[config.mk]
export PLATFORM = sky130hd
export DESIGN_NAME = uc_executa_rota_flat
export DESIGN_NICKNAME = d
export VERILOG_FILES = /design/src/rtl/uc_executa_rota_if.sv /design/src/rtl/uc_executa_rota.sv /design/src/flat_wrapper.sv
export SDC_FILE = /design/constraint.sdc
export NUM_CORES = 1
export LEC_CHECK = 0
export BUFFER_PORTS_ARGS = -buffer_cell sky130_fd_sc_hd__buf_2
export CAP_MARGIN = 15
export CORE_MARGIN = 4
export CORE_UTILIZATION = 52
export CTS_CLUSTER_DIAMETER = 60
export DETAILED_ROUTE_END_ITERATION = 10
export GPL_TIMING_DRIVEN = 0
export PLACE_DENSITY_LB_ADDON = 0.3
export SYNTH_ARGS = -nofsm -noshare
export SYNTH_HDL_FRONTEND = slang
export SYNTH_SLANG_ARGS = --single-unit
[constraint.sdc]
create_clock -name clock -period 2.09 [get_ports clock]
set_input_delay 0 -clock clock [delete_from_list [all_inputs] [get_ports clock]]
set_output_delay 0 -clock clock [all_outputs]
set_load 0.01 [all_outputs]
[src/rtl/uc_executa_rota_if.sv]
// Route RAM port between the route executor (master) and the route RAM (slave).
// The executor presents the head address and clear strobe; the RAM returns the entry one cycle later.
interface uc_executa_rota_if #(
  parameter int ADDR_W = 4
);
  logic [ADDR_W-1:0] head_addr;
  logic              clear_entry;
  logic              rd_valid;
  logic [3:0]        rd_floor;

  modport master (
    output head_addr,
    output clear_entry,
    input  rd_valid,
    input  rd_floor
  );

  modport slave (
    input  head_addr,
    input  clear_entry,
    output rd_valid,
    output rd_floor
  );
endinterface

[src/rtl/uc_executa_rota.sv]
// Route executor: fetches the stop at the head of the route RAM, drives the car there, opens the door, pops the entry.
// Optional macro DOOR_HOLD_EN adds a door_hold input that restarts the door timer while asserted.
module uc_executa_rota #(
  parameter int N_FLOORS = 8,
  parameter int ADDR_W   = 4,
  parameter int T_FLOOR  = 50,
  parameter int T_DOOR   = 100
) (
  input  logic              clock,
  input  logic              reset,
  input  logic              iniciar,
  input  logic              insert_busy,
`ifdef DOOR_HOLD_EN
  input  logic              door_hold,
`endif
  uc_executa_rota_if.master ram,
  output logic [3:0]        current_floor,
  output logic              move_up,
  output logic              move_down,
  output logic              door_open,
  output logic              bad_stop,
  output logic [3:0]        state_db
);

  localparam int TF_W = (T_FLOOR > 1) ? $clog2(T_FLOOR) : 1;
  localparam int TD_W = (T_DOOR > 1) ? $clog2(T_DOOR) : 1;
  localparam logic [TF_W-1:0] TF_LAST   = TF_W'(T_FLOOR - 1);
  localparam logic [TD_W-1:0] TD_LAST   = TD_W'(T_DOOR - 1);
  localparam logic [4:0]      FLOOR_LIM = 5'(N_FLOORS);
  localparam logic [3:0]      TOP_FLOOR = 4'(N_FLOORS - 1);

  typedef enum logic [2:0] {
    IDLE   = 3'd0,
    READ   = 3'd1,
    FETCH  = 3'd2,
    DECIDE = 3'd3,
    UP     = 3'd4,
    DOWN   = 3'd5,
    DOOR   = 3'd6,
    POP    = 3'd7
  } state_t;

  state_t            state_reg, state_next;
  logic [ADDR_W-1:0] head_reg, head_next;
  logic [3:0]        floor_reg, floor_next;
  logic [3:0]        target_reg, target_next;
  logic              bad_reg, bad_next;
  logic [TF_W-1:0]   travel_cnt_reg, travel_cnt_next;
  logic [TD_W-1:0]   door_cnt_reg, door_cnt_next;
  logic [3:0]        floor_step;
  logic              hold;

`ifdef DOOR_HOLD_EN
  assign hold = door_hold;
`else
  assign hold = 1'b0;
`endif

  always_ff @(posedge clock or posedge reset) begin
    if (reset) begin
      state_reg      <= IDLE;
      head_reg       <= '0;
      floor_reg      <= '0;
      target_reg     <= '0;
      bad_reg        <= 1'b0;
      travel_cnt_reg <= '0;
      door_cnt_reg   <= '0;
    end else begin
      state_reg      <= state_next;
      head_reg       <= head_next;
      floor_reg      <= floor_next;
      target_reg     <= target_next;
      bad_reg        <= bad_next;
      travel_cnt_reg <= travel_cnt_next;
      door_cnt_reg   <= door_cnt_next;
    end
  end

  always_comb begin
    state_next      = state_reg;
    head_next       = head_reg;
    floor_next      = floor_reg;
    target_next     = target_reg;
    bad_next        = bad_reg;
    travel_cnt_next = travel_cnt_reg;
    door_cnt_next   = door_cnt_reg;
    floor_step      = floor_reg;

    case (state_reg)
      IDLE: begin
        if (iniciar) state_next = READ;
      end
      READ: begin
        state_next = FETCH;
      end
      FETCH: begin
        target_next = ram.rd_floor;
        bad_next    = 1'b0;
        if (!ram.rd_valid) begin
          state_next = IDLE;
        end else if ({1'b0, ram.rd_floor} >= FLOOR_LIM) begin
          bad_next   = 1'b1;
          state_next = POP;
        end else begin
          state_next = DECIDE;
        end
      end
      DECIDE: begin
        travel_cnt_next = '0;
        door_cnt_next   = '0;
        if (target_reg > floor_reg)      state_next = UP;
        else if (target_reg < floor_reg) state_next = DOWN;
        else                             state_next = DOOR;
      end
      UP, DOWN: begin
        if (travel_cnt_reg == TF_LAST) begin
          travel_cnt_next = '0;
          // Saturating step; the range check in FETCH keeps the target reachable.
          if (state_reg == UP)
            floor_step = (floor_reg == TOP_FLOOR) ? floor_reg : floor_reg + 4'd1;
          else
            floor_step = (floor_reg == 4'd0) ? floor_reg : floor_reg - 4'd1;
          floor_next = floor_step;
          if (floor_step == target_reg) state_next = DOOR;
        end else begin
          travel_cnt_next = travel_cnt_reg + TF_W'(1);
        end
      end
      DOOR: begin
        if (hold) begin
          door_cnt_next = '0;
        end else if (door_cnt_reg == TD_LAST) begin
          door_cnt_next = '0;
          state_next    = POP;
        end else begin
          door_cnt_next = door_cnt_reg + TD_W'(1);
        end
      end
      POP: begin
        // The insertion FSM owns the RAM write port while busy.
        if (!insert_busy) begin
          head_next  = head_reg + ADDR_W'(1);
          bad_next   = 1'b0;
          state_next = IDLE;
        end
      end
      default: begin
        state_next = IDLE;
      end
    endcase
  end

  always_comb begin
    move_up         = 1'b0;
    move_down       = 1'b0;
    door_open       = 1'b0;
    ram.clear_entry = 1'b0;
    bad_stop        = 1'b0;
    case (state_reg)
      UP:   move_up   = 1'b1;
      DOWN: move_down = 1'b1;
      DOOR: door_open = 1'b1;
      POP: begin
        ram.clear_entry = !insert_busy;
        bad_stop        = !insert_busy && bad_reg;
      end
      default: ;
    endcase
  end

  assign ram.head_addr  = head_reg;
  assign current_floor  = floor_reg;
  assign state_db       = {1'b0, state_reg};

endmodule

[src/flat_wrapper.sv]
// flat-port wrapper written by rule: the top's interface ports become plain ports
module uc_executa_rota_flat 
#(
  parameter int N_FLOORS = 8,
  parameter int ADDR_W   = 4,
  parameter int T_FLOOR  = 50,
  parameter int T_DOOR   = 100
)
  (clock, reset, iniciar, insert_busy, current_floor, move_up, move_down, door_open, bad_stop, state_db, ram_head_addr, ram_clear_entry, ram_rd_valid, ram_rd_floor);
  uc_executa_rota_if #(.ADDR_W(ADDR_W)) ram_i ();
  input  logic clock;
  input  logic reset;
  input  logic iniciar;
  input  logic insert_busy;
  output logic [3:0] current_floor;
  output logic move_up;
  output logic move_down;
  output logic door_open;
  output logic bad_stop;
  output logic [3:0] state_db;
  output wire logic [$bits(ram_i.head_addr)-1:0] ram_head_addr;
  output wire logic [$bits(ram_i.clear_entry)-1:0] ram_clear_entry;
  input wire logic [$bits(ram_i.rd_valid)-1:0] ram_rd_valid;
  input wire logic [$bits(ram_i.rd_floor)-1:0] ram_rd_floor;
  assign ram_head_addr = ram_i.head_addr;
  assign ram_clear_entry = ram_i.clear_entry;
  assign ram_i.rd_valid = ram_rd_valid;
  assign ram_i.rd_floor = ram_rd_floor;
  uc_executa_rota #(.N_FLOORS(N_FLOORS), .ADDR_W(ADDR_W), .T_FLOOR(T_FLOOR), .T_DOOR(T_DOOR)) u_core (.clock(clock), .reset(reset), .iniciar(iniciar), .insert_busy(insert_busy), .ram(ram_i), .current_floor(current_floor), .move_up(move_up), .move_down(move_down), .door_open(door_open), .bad_stop(bad_stop), .state_db(state_db));
endmodule
==> results.toml, run 1 <==
[cts]
path_clk_slew_ps = 60
htree_levels = 2
cts_tree = "done"
clockBufferDepth = 2
cts_sinks = 29
clock-root-buffer = "clkbuf_8"
insertion_delay_ps = 280
cts_made_buffers = 5

[power_and_ir_drop]
clkPwrFrac = 0.292
switching_share = 0.302
p_leak_nw = 1.07
peakVddDrop_v = 0.000423
seqPwrFrac = 0.510
pwr-share-comb = 0.198
intPower_mw = 1.04
switching_power_uw = 451
powerDensity_nw_per_um2 = 619

[synth]
yosysWarningCount = 0
synth_area_leaders = "dfrtp_1 38%, ha_1 6.5%, nand2_1 6.4%, o21ai_0 6.2%, nor2_1 3.3%"
syn_inst = 223
netlist_area_um2 = 1930
synthArstFlopShare = 1.00
synth_top_flop_cell = "dfrtp_1"
yosysSeqAreaShare = 0.377
synth_nets = 242
synth-edff-count = 0
yosysMostFrequentCell = "nand2_1"
synth_top_area_frac = 0.377
syn_avg_cell_area_um2 = 8.64
ys_top_cells_by_count = "33 x nand2_1, 29 x dfrtp_1, 24 x o21ai_0, 17 x nor2_1, 11 x inv_1"
yosysUniqueCellTypes = 49
ys_ff_latch = 29
yosysTopAreaCell = "dfrtp_1"

[finish]
drive_gt1_frac = 0.249
diodes = 0
area_growth_pct = 25.1
largest_register_ff_count = 7
nets = 291

[critical_path]
worstSetupPathType = "flip-flop to flip-flop"
worst-path-max-fanout = 10
timing.rr.end = "u_core.state_reg[0]"
timing.rr.start = "u_core.current_floor[2]"
r2r_cells = 7
arrival_ps = 2280
end_kind = "flip-flop"
reg2reg_slack_ps = -30
cp-start-kind = "flip-flop"
crit_required_ps = 2250

[timing]
worst_pin_slew_ps = 510
fin_skew_ps = 1.96
finalHoldViolations = 0
report.final.slew_viol_count = 0
post-route-period-util = 1.01
setup_viol_count_final = 1
max_freq_ghz = 0.472
finalHoldWorstSlack_ps = 48.6
rsz0062_at_grt = "true"
maxSlewHeadroom = 0.658
fin_crit_ps = 2120
postLayoutSetupSlackWorst_ps = -27.6

[route]
avgRoutedWirePerCell_um = 13.6
firstDrtPassIters = 4
route.detailed.drc = 0
via_per_inst = 5.65
wirelength_mm = 4.33
drt-initial-drc-count = 157
ant_nets = 0
dr_total_vias = 1801

[worst_hold_path]
min_delay_path_depth = 3
worstHoldStart = "ram_rd_valid"
hold_end = "u_core.bad_reg"
hp-class = "primary input to flip-flop"

[outcome]
violations = "negative setup slack"
status = "complete, but fails checks"

[global_route]
grt_pass1_vias = 1648
antenna_found_initial = 0
grt_pass1_wl_mm = 7.15
grt_use_total = 0.202
grt_max_degree = 30
grt.overflow.total = 0

[floorplanning]
io_pins = 26
initial_core_util = 0.556
fp-row-count = 21
die_x_um = 68.9
dieArea_um2 = 4740
core_area_um2 = 3470
fp.dieH_um = 68.9

[place]
post-place-ws_ps = -281
gp_congestion = 0.889
dpl.hpwl_mm = 2.94
portBuffers = 24

[run]
maxCapViolations = 0
cells by family (layout without fill, tap and decap cells):
group	count (synthesis)	in the layout	share of synthesized area
AOI/OAI and AO/OA	55	55	0.190
adders and majority gates	10	10	0.0649
buffers and inverters	22	72	0.0591
and+or+nand+nor	90	90	0.231
muxes	4	4	0.0221
other	1	1	0.00195
xor gates and xnor gates	12	12	0.0545
DFF	29	29	0.377
cell type report:
type                    instances  area [um2]
multi-input cells             172        1130
flip-flops and latches         29         729
well taps                      46        57.6
inverters                      12        50.0
clock buffers                   8        80.1
plain buffers                   9        53.8
repair buffers                 43         305
fillers                       304        1060
worst max-delay path: stages, from the launching register on:
cell and delay [ps]:
dfrtp_1 440, buf_2 270, nand2_1 140, and4_1 220
a311oi_2 300, xor2_1 170, nand4_1 140, a221o_1 320
routing by layer:
layer  vias up  GRT usage  routed length, um
li1        894          -                  -
met1       845      0.259               1960
met2        53      0.318               2020
met3         9     0.0502                275
met4         0     0.0973                 74
met5         -          0                  0
worst max path at each step:
stage / from / end / slack [ps] / cells past startpoint
floorplan: u_core.state_reg[1] / u_core.state_reg[0] / -10 / 9
global placement: u_core.current_floor[0] / u_core.state_reg[0] / -280 / 7
detailed placement: u_core.current_floor[0] / u_core.state_reg[0] / -280 / 7
CTS: u_core.state_reg[1] / u_core.state_reg[0] / -60 / 9
global route: u_core.state_reg[2] / u_core.state_reg[0] / -140 / 8
finish: u_core.current_floor[2] / u_core.state_reg[0] / -30 / 7
placed cells by master, fill, tap and decap left out, types with 6 or more instances in the layout:
master,Yosys,layout
nand2_1,33,33
a21oi_1,6,6
o21ai_0,24,22
clkbuf_1,4,6
buf_4,1,12
nand3_1,7,7
buf_2,3,27
xnor2_1,7,7
inv_1,11,9
nor2b_1,6,6
nor2_1,17,16
dfrtp_1,29,26
ha_1,10,9
through the flow:
stage / std cells / total power [mW] / TNS, ps / util / area (um2)
final: 319 / 1.49 / -27.6 / 0.695 / 2410
after CTS: 313 / 1.49 / -63.4 / 0.674 / 2340
after detailed placement: 293 / 1.05 / -501 / 0.609 / 2110
after global placement: 293 / 1.04 / -491 / 0.609 / 2110
after floorplan: 223 / 0.968 / -13.9 / - / 1930
after global routing: 319 / 1.59 / -311 / 0.695 / 2410
repair_timing:
action,4_1_cts,5_1_grt
hold endpoints to repair,4,8
resized for setup,11,5
setup endpoints to repair,3,3
pin swaps,4,6
hold buffers,4,1
setup buffers,8,5
power groups by stage:
stage | combinational (mW) | sequential [mW] | clock, mW
6_report | 0.296 | 0.761 | 0.436
5_1_grt | 0.340 | 0.779 | 0.472
4_1_cts | 0.291 | 0.761 | 0.443
3_5_place_dp | 0.281 | 0.770 | 0
3_3_place_gp | 0.273 | 0.767 | 0
2_1_floorplan | 0.215 | 0.753 | 0
Power figures use the tool's default switching activity.
==> run 2, diff against run 1 <==
--- a/config.mk
+++ b/config.mk
@@ -8,9 +8,10 @@
 export BUFFER_PORTS_ARGS = -buffer_cell sky130_fd_sc_hd__buf_2
 export CAP_MARGIN = 15
 export CORE_MARGIN = 4
-export CORE_UTILIZATION = 52
+export CORE_UTILIZATION = 50
 export CTS_CLUSTER_DIAMETER = 60
 export DETAILED_ROUTE_END_ITERATION = 10
+export GPL_ROUTABILITY_DRIVEN = 0
 export GPL_TIMING_DRIVEN = 0
 export PLACE_DENSITY_LB_ADDON = 0.3
 export SYNTH_ARGS = -nofsm -noshare
==> results.toml, run 2 (synthesized netlist as in run 1, its figures left out) <==
[outcome]
status = "complete, but fails checks"
violations = "negative setup slack"

[finish]
largest_register_ff_count = 7
area_growth_pct = 26.6
final_cell_mix = "33 x nand2_1, 27 x buf_2, 26 x dfrtp_1"
drive_gt1_frac = 0.253
layout_commonest_cell = "nand2_1"
diodes = 0
fin_util = 0.661
fillCellCount = 337
fin_cells = 321
nets = 291

[timing]
maxSlewHeadroom = 0.667
finalHoldViolations = 0
worst_pin_slew_ps = 497
rsz0062_at_grt = "true"
finalHoldWorstSlack_ps = 60.8
post-route-period-util = 1.03
max_freq_ghz = 0.463
setup_viol_count_final = 2
postLayoutSetupSlackWorst_ps = -72.1
report.final.slew_viol_count = 0
fin_crit_ps = 2160
fin_skew_ps = 6.58

[cts]
clockBufferDepth = 2
cts_made_buffers = 5
insertion_delay_ps = 280
cts_tree = "done"
cts_sinks = 29
clock-root-buffer = "clkbuf_8"
htree_levels = 2
path_clk_slew_ps = 60

[power_and_ir_drop]
switching_power_uw = 459
p_leak_nw = 1.10
clkPwrFrac = 0.360
fin_total_pwr_mw = 1.65
intPower_mw = 1.19
seqPwrFrac = 0.462
powerDensity_nw_per_um2 = 677
pwr-share-comb = 0.178
switching_share = 0.278
peakVddDrop_v = 0.000429

[floorplanning]
dieArea_um2 = 4910
io_pins = 26
core_area_um2 = 3690
initial_core_util = 0.522
fp-row-count = 22
die_x_um = 70.1
fp.dieH_um = 70.1

[place]
dpl.hpwl_mm = 2.87
place_inst = 295
portBuffers = 24
post-place-ws_ps = -299

[critical_path]
timing.rr.start = "u_core.state_reg[0]"
worstSetupPathType = "flip-flop to flip-flop"
path_cells = "or3b_1 > buf_6 > clkinv_4 > buf_8 > a211oi_2 > a311oi_2 > xor2_1 > nand4_1 > a221o_1"
startpoint = "u_core.state_reg[0]"
cp-start-kind = "flip-flop"
arrival_ps = 2320
cp_slowest_cell = "or3b_1"
crit_required_ps = 2250
cp-endpoint = "u_core.state_reg[0]"
timing.rr.end = "u_core.state_reg[0]"
end_kind = "flip-flop"
r2r_cells = 9
cpPeakStageDelay_ps = 390
reg2reg_slack_ps = -70
worst-path-max-fanout = 8

[global_route]
grt.overflow.total = 0
grt_use_total = 0.178
antenna_found_initial = 0
grt_max_degree = 30
grt_pass1_wl_mm = 7.29
grt_pass1_vias = 1663

[route]
dr_total_vias = 1771
ant_nets = 0
via_per_inst = 5.52
route.detailed.drc = 0
avgRoutedWirePerCell_um = 13.1
wirelength_mm = 4.20
firstDrtPassIters = 4
drt-initial-drc-count = 99

[worst_hold_path]
hp-class = "primary input to flip-flop"

[run]
maxCapViolations = 0
[run 2: worst min path at each step]
stage | start | depth (start not counted) | end
finish | insert_busy | 3 | u_core.state_reg[2]
global route | ram_rd_valid | 3 | u_core.bad_reg
CTS | reset | 2 | u_core.door_cnt_reg[5]
detailed placement | ram_rd_floor[2] | 3 | u_core.target_reg[2]
global placement | ram_rd_floor[2] | 3 | u_core.target_reg[2]
floorplan | reset | 1 | u_core.bad_reg
[run 2: repair_timing]
item                                    in CTS  in global routing
hold endpoints to repair                     4                 10
gates resized for setup                      9                  8
buffers inserted                             6                  6
hold buffers                                 4                  1
endpoints found under the setup margin       3                  3
pin swaps                                    2                  2
[run 2: worst max-delay path: cells and delay by family, from the launching register on]
family | cells | cell delay, ps
xor gates and xnor gates | 1 | 170
buffers and inverters | 3 | 300
DFF | 1 | 380
AOI/OAI and AO/OA | 3 | 640
and+or+nand+nor | 2 | 550
[run 2: power groups by stage]
| stage | Combinational, mW | Clock [mW] | Sequential [mW] |
|---|---|---|---|
| after floorplan | 0.215 | 0 | 0.753 |
| after global placement | 0.271 | 0 | 0.766 |
| after detailed placement | 0.280 | 0 | 0.772 |
| after CTS | 0.286 | 0.608 | 0.762 |
| after global routing | 0.346 | 0.636 | 0.778 |
| final | 0.293 | 0.595 | 0.762 |
[run 2: per-stage QoR]
stage	area, um2	TNS [ps]
after detailed placement	2110	-530
final	2440	-78.0
after global placement	2110	-491
after CTS	2350	-78.9
after floorplan	1930	-13.9
after global routing	2440	-296
[run 2: final cells by class]
type / count / area, um2 / share of cell area
multi-input cells: 172 / 1130 / 0.464
flip-flops and latches: 29 / 729 / 0.299
clock inverters: 1 / 30.0 / 0.0123
inverters: 12 / 50.0 / 0.0205
plain buffers: 10 / 65.1 / 0.0267
well taps: 48 / 60.1 / 0.0246
clock buffers: 7 / 86.3 / 0.0354
repair buffers: 42 / 288 / 0.118
[run 2: layer usage]
layer  routed length [um]  vias up  track usage
li1                     -      889            -
met1                 1940      826        0.243
met2                 1930       50        0.280
met3                  275        6       0.0360
met4                   52        0       0.0638
met5                    0        -            0
==> run 3, diff against run 2 <==
--- a/config.mk
+++ b/config.mk
@@ -8,12 +8,13 @@
 export BUFFER_PORTS_ARGS = -buffer_cell sky130_fd_sc_hd__buf_2
 export CAP_MARGIN = 15
 export CORE_MARGIN = 4
-export CORE_UTILIZATION = 50
+export CORE_UTILIZATION = 52
 export CTS_CLUSTER_DIAMETER = 60
 export DETAILED_ROUTE_END_ITERATION = 10
 export GPL_ROUTABILITY_DRIVEN = 0
 export GPL_TIMING_DRIVEN = 0
 export PLACE_DENSITY_LB_ADDON = 0.3
+export SETUP_SLACK_MARGIN = 0.1
 export SYNTH_ARGS = -nofsm -noshare
 export SYNTH_HDL_FRONTEND = slang
 export SYNTH_SLANG_ARGS = --single-unit
==> results.toml, run 3 (synthesized netlist as in run 1, its figures left out) <==
[finish]
area_growth_pct = 25.3
nets = 291
final_cell_mix = "33 x nand2_1, 27 x buf_2, 26 x dfrtp_1"
fin_cells = 319
largest_register_ff_count = 7
drive_gt1_frac = 0.260
layout_commonest_cell = "nand2_1"
diodes = 0
fin_util = 0.696
fillCellCount = 282

[global_route]
grt_pass1_vias = 1625
grt_max_degree = 30
antenna_found_initial = 0
grt.overflow.total = 0
grt_use_total = 0.199
grt_pass1_wl_mm = 7.07

[route]
via_per_inst = 5.67
wirelength_mm = 4.40
ant_nets = 0
drt-initial-drc-count = 189
firstDrtPassIters = 4
dr_total_vias = 1810
avgRoutedWirePerCell_um = 13.8
route.detailed.drc = 0

[timing]
postLayoutSetupSlackWorst_ps = -66.8
finalHoldWorstSlack_ps = 51.6
report.final.slew_viol_count = 0
post-route-period-util = 1.03
maxSlewHeadroom = 0.659
max_freq_ghz = 0.464
setup_viol_count_final = 2
worst_pin_slew_ps = 509
rsz0062_at_grt = "true"
fin_crit_ps = 2160
finalHoldViolations = 0
fin_skew_ps = 3.26

[cts]
path_clk_slew_ps = 60
cts_sinks = 29
cts_made_buffers = 5
clockBufferDepth = 2
clock-root-buffer = "clkbuf_8"
htree_levels = 2
insertion_delay_ps = 270
cts_tree = "done"

[critical_path]
worstSetupPathType = "flip-flop to flip-flop"
startpoint = "u_core.state_reg[0]"
cp-start-kind = "flip-flop"
worst-path-max-fanout = 6
arrival_ps = 2310
crit_required_ps = 2250
reg2reg_slack_ps = -70
end_kind = "flip-flop"
timing.rr.start = "u_core.state_reg[0]"

[floorplanning]
initial_core_util = 0.556
die_x_um = 68.9
dieArea_um2 = 4740
fp.dieH_um = 68.9
fp-row-count = 21
io_pins = 26
core_area_um2 = 3470

[worst_hold_path]
worstHoldStart = "ram_rd_valid"
hp-class = "primary input to flip-flop"

[power_and_ir_drop]
clkPwrFrac = 0.287
intPower_mw = 1.04
p_leak_nw = 1.09
seqPwrFrac = 0.507
pwr-share-comb = 0.205
fin_total_pwr_mw = 1.50
peakVddDrop_v = 0.000732
switching_power_uw = 459
powerDensity_nw_per_um2 = 620
switching_share = 0.307

[outcome]
violations = "negative setup slack"
status = "complete, but fails checks"

[place]
portBuffers = 24
dpl.hpwl_mm = 2.91
post-place-ws_ps = -207
place_inst = 293

[run]
maxCapViolations = 0
==> run 3: cell types whose count changed in the layout (fill, tap and decap cells not counted), sizes merged <==
cell    previous run  this run
bufinv             1         0
clkinv             1         3
clkbuf            11        10
==> run 3: timing repair <==
item	4_1_cts	5_1_grt
gates resized for setup	9	7
hold buffers	4	1
buffers inserted	9	3
endpoints found under the setup margin	4	4
pin swaps	2	1
endpoints found under the hold margin	4	8
==> run 3: path summary, 6_finish.rpt <==
kind                                                 end  depth (start not counted)
worst max-delay path                 u_core.state_reg[0]                          9
worst min-delay path                      u_core.bad_reg                          3
worst max register to register       u_core.state_reg[0]                          9
worst min register to register   u_core.ram.head_addr[3]                          1
max in group asynchronous            u_core.state_reg[1]                          4
min in group asynchronous       u_core.travel_cnt_reg[0]                          3
==> run 3: final cells by class <==
cell class / count / area (um2) / share of cell area
multi-input combinational: 172 / 1140 / 0.472
inverter: 12 / 50.0 / 0.0207
timing repair buffer: 42 / 288 / 0.119
clock inverter: 2 / 10.0 / 0.00415
buffer: 10 / 66.3 / 0.0275
tap: 46 / 57.6 / 0.0238
clock buffer: 6 / 72.6 / 0.0301
sequential: 29 / 729 / 0.302
==> run 3: power by group through the flow <==
stage	combinational [mW]	sequential, mW	clock, mW
floorplan	0.215	0.753	0
global placement	0.271	0.768	0
detailed placement	0.284	0.769	0
CTS	0.295	0.759	0.440
global route	0.357	0.779	0.464
finish	0.307	0.759	0.430
==> run 3: per-layer routing <==
metal | track usage | share of wire | vias to the layer above
li1 | - | - | 892
met1 | 0.260 | 0.45 | 835
met2 | 0.325 | 0.47 | 70
met3 | 0.0421 | 0.059 | 13
met4 | 0.0681 | 0.021 | 0
met5 | 0 | 0 | -
==> run 3: stage by stage <==
| stage | setup TNS [ps] | area (um2) |
|---|---|---|
| 5_1_grt | -316 | 2410 |
| 3_5_place_dp | -351 | 2120 |
| 6_report | -102 | 2410 |
| 2_1_floorplan | 0 | 1940 |
| 4_1_cts | -21.7 | 2340 |
| 3_3_place_gp | -446 | 2120 |
==> run 3: critical path, cell delays in order, from the launching register on <==
cell	delay (ps)
dfrtp_1	380
or3b_1	390
buf_6	150
clkinv_4	40
buf_8	110
a211oi_2	50
a311oi_2	270
xor2_1	180
nand4_1	150
a221o_1	320
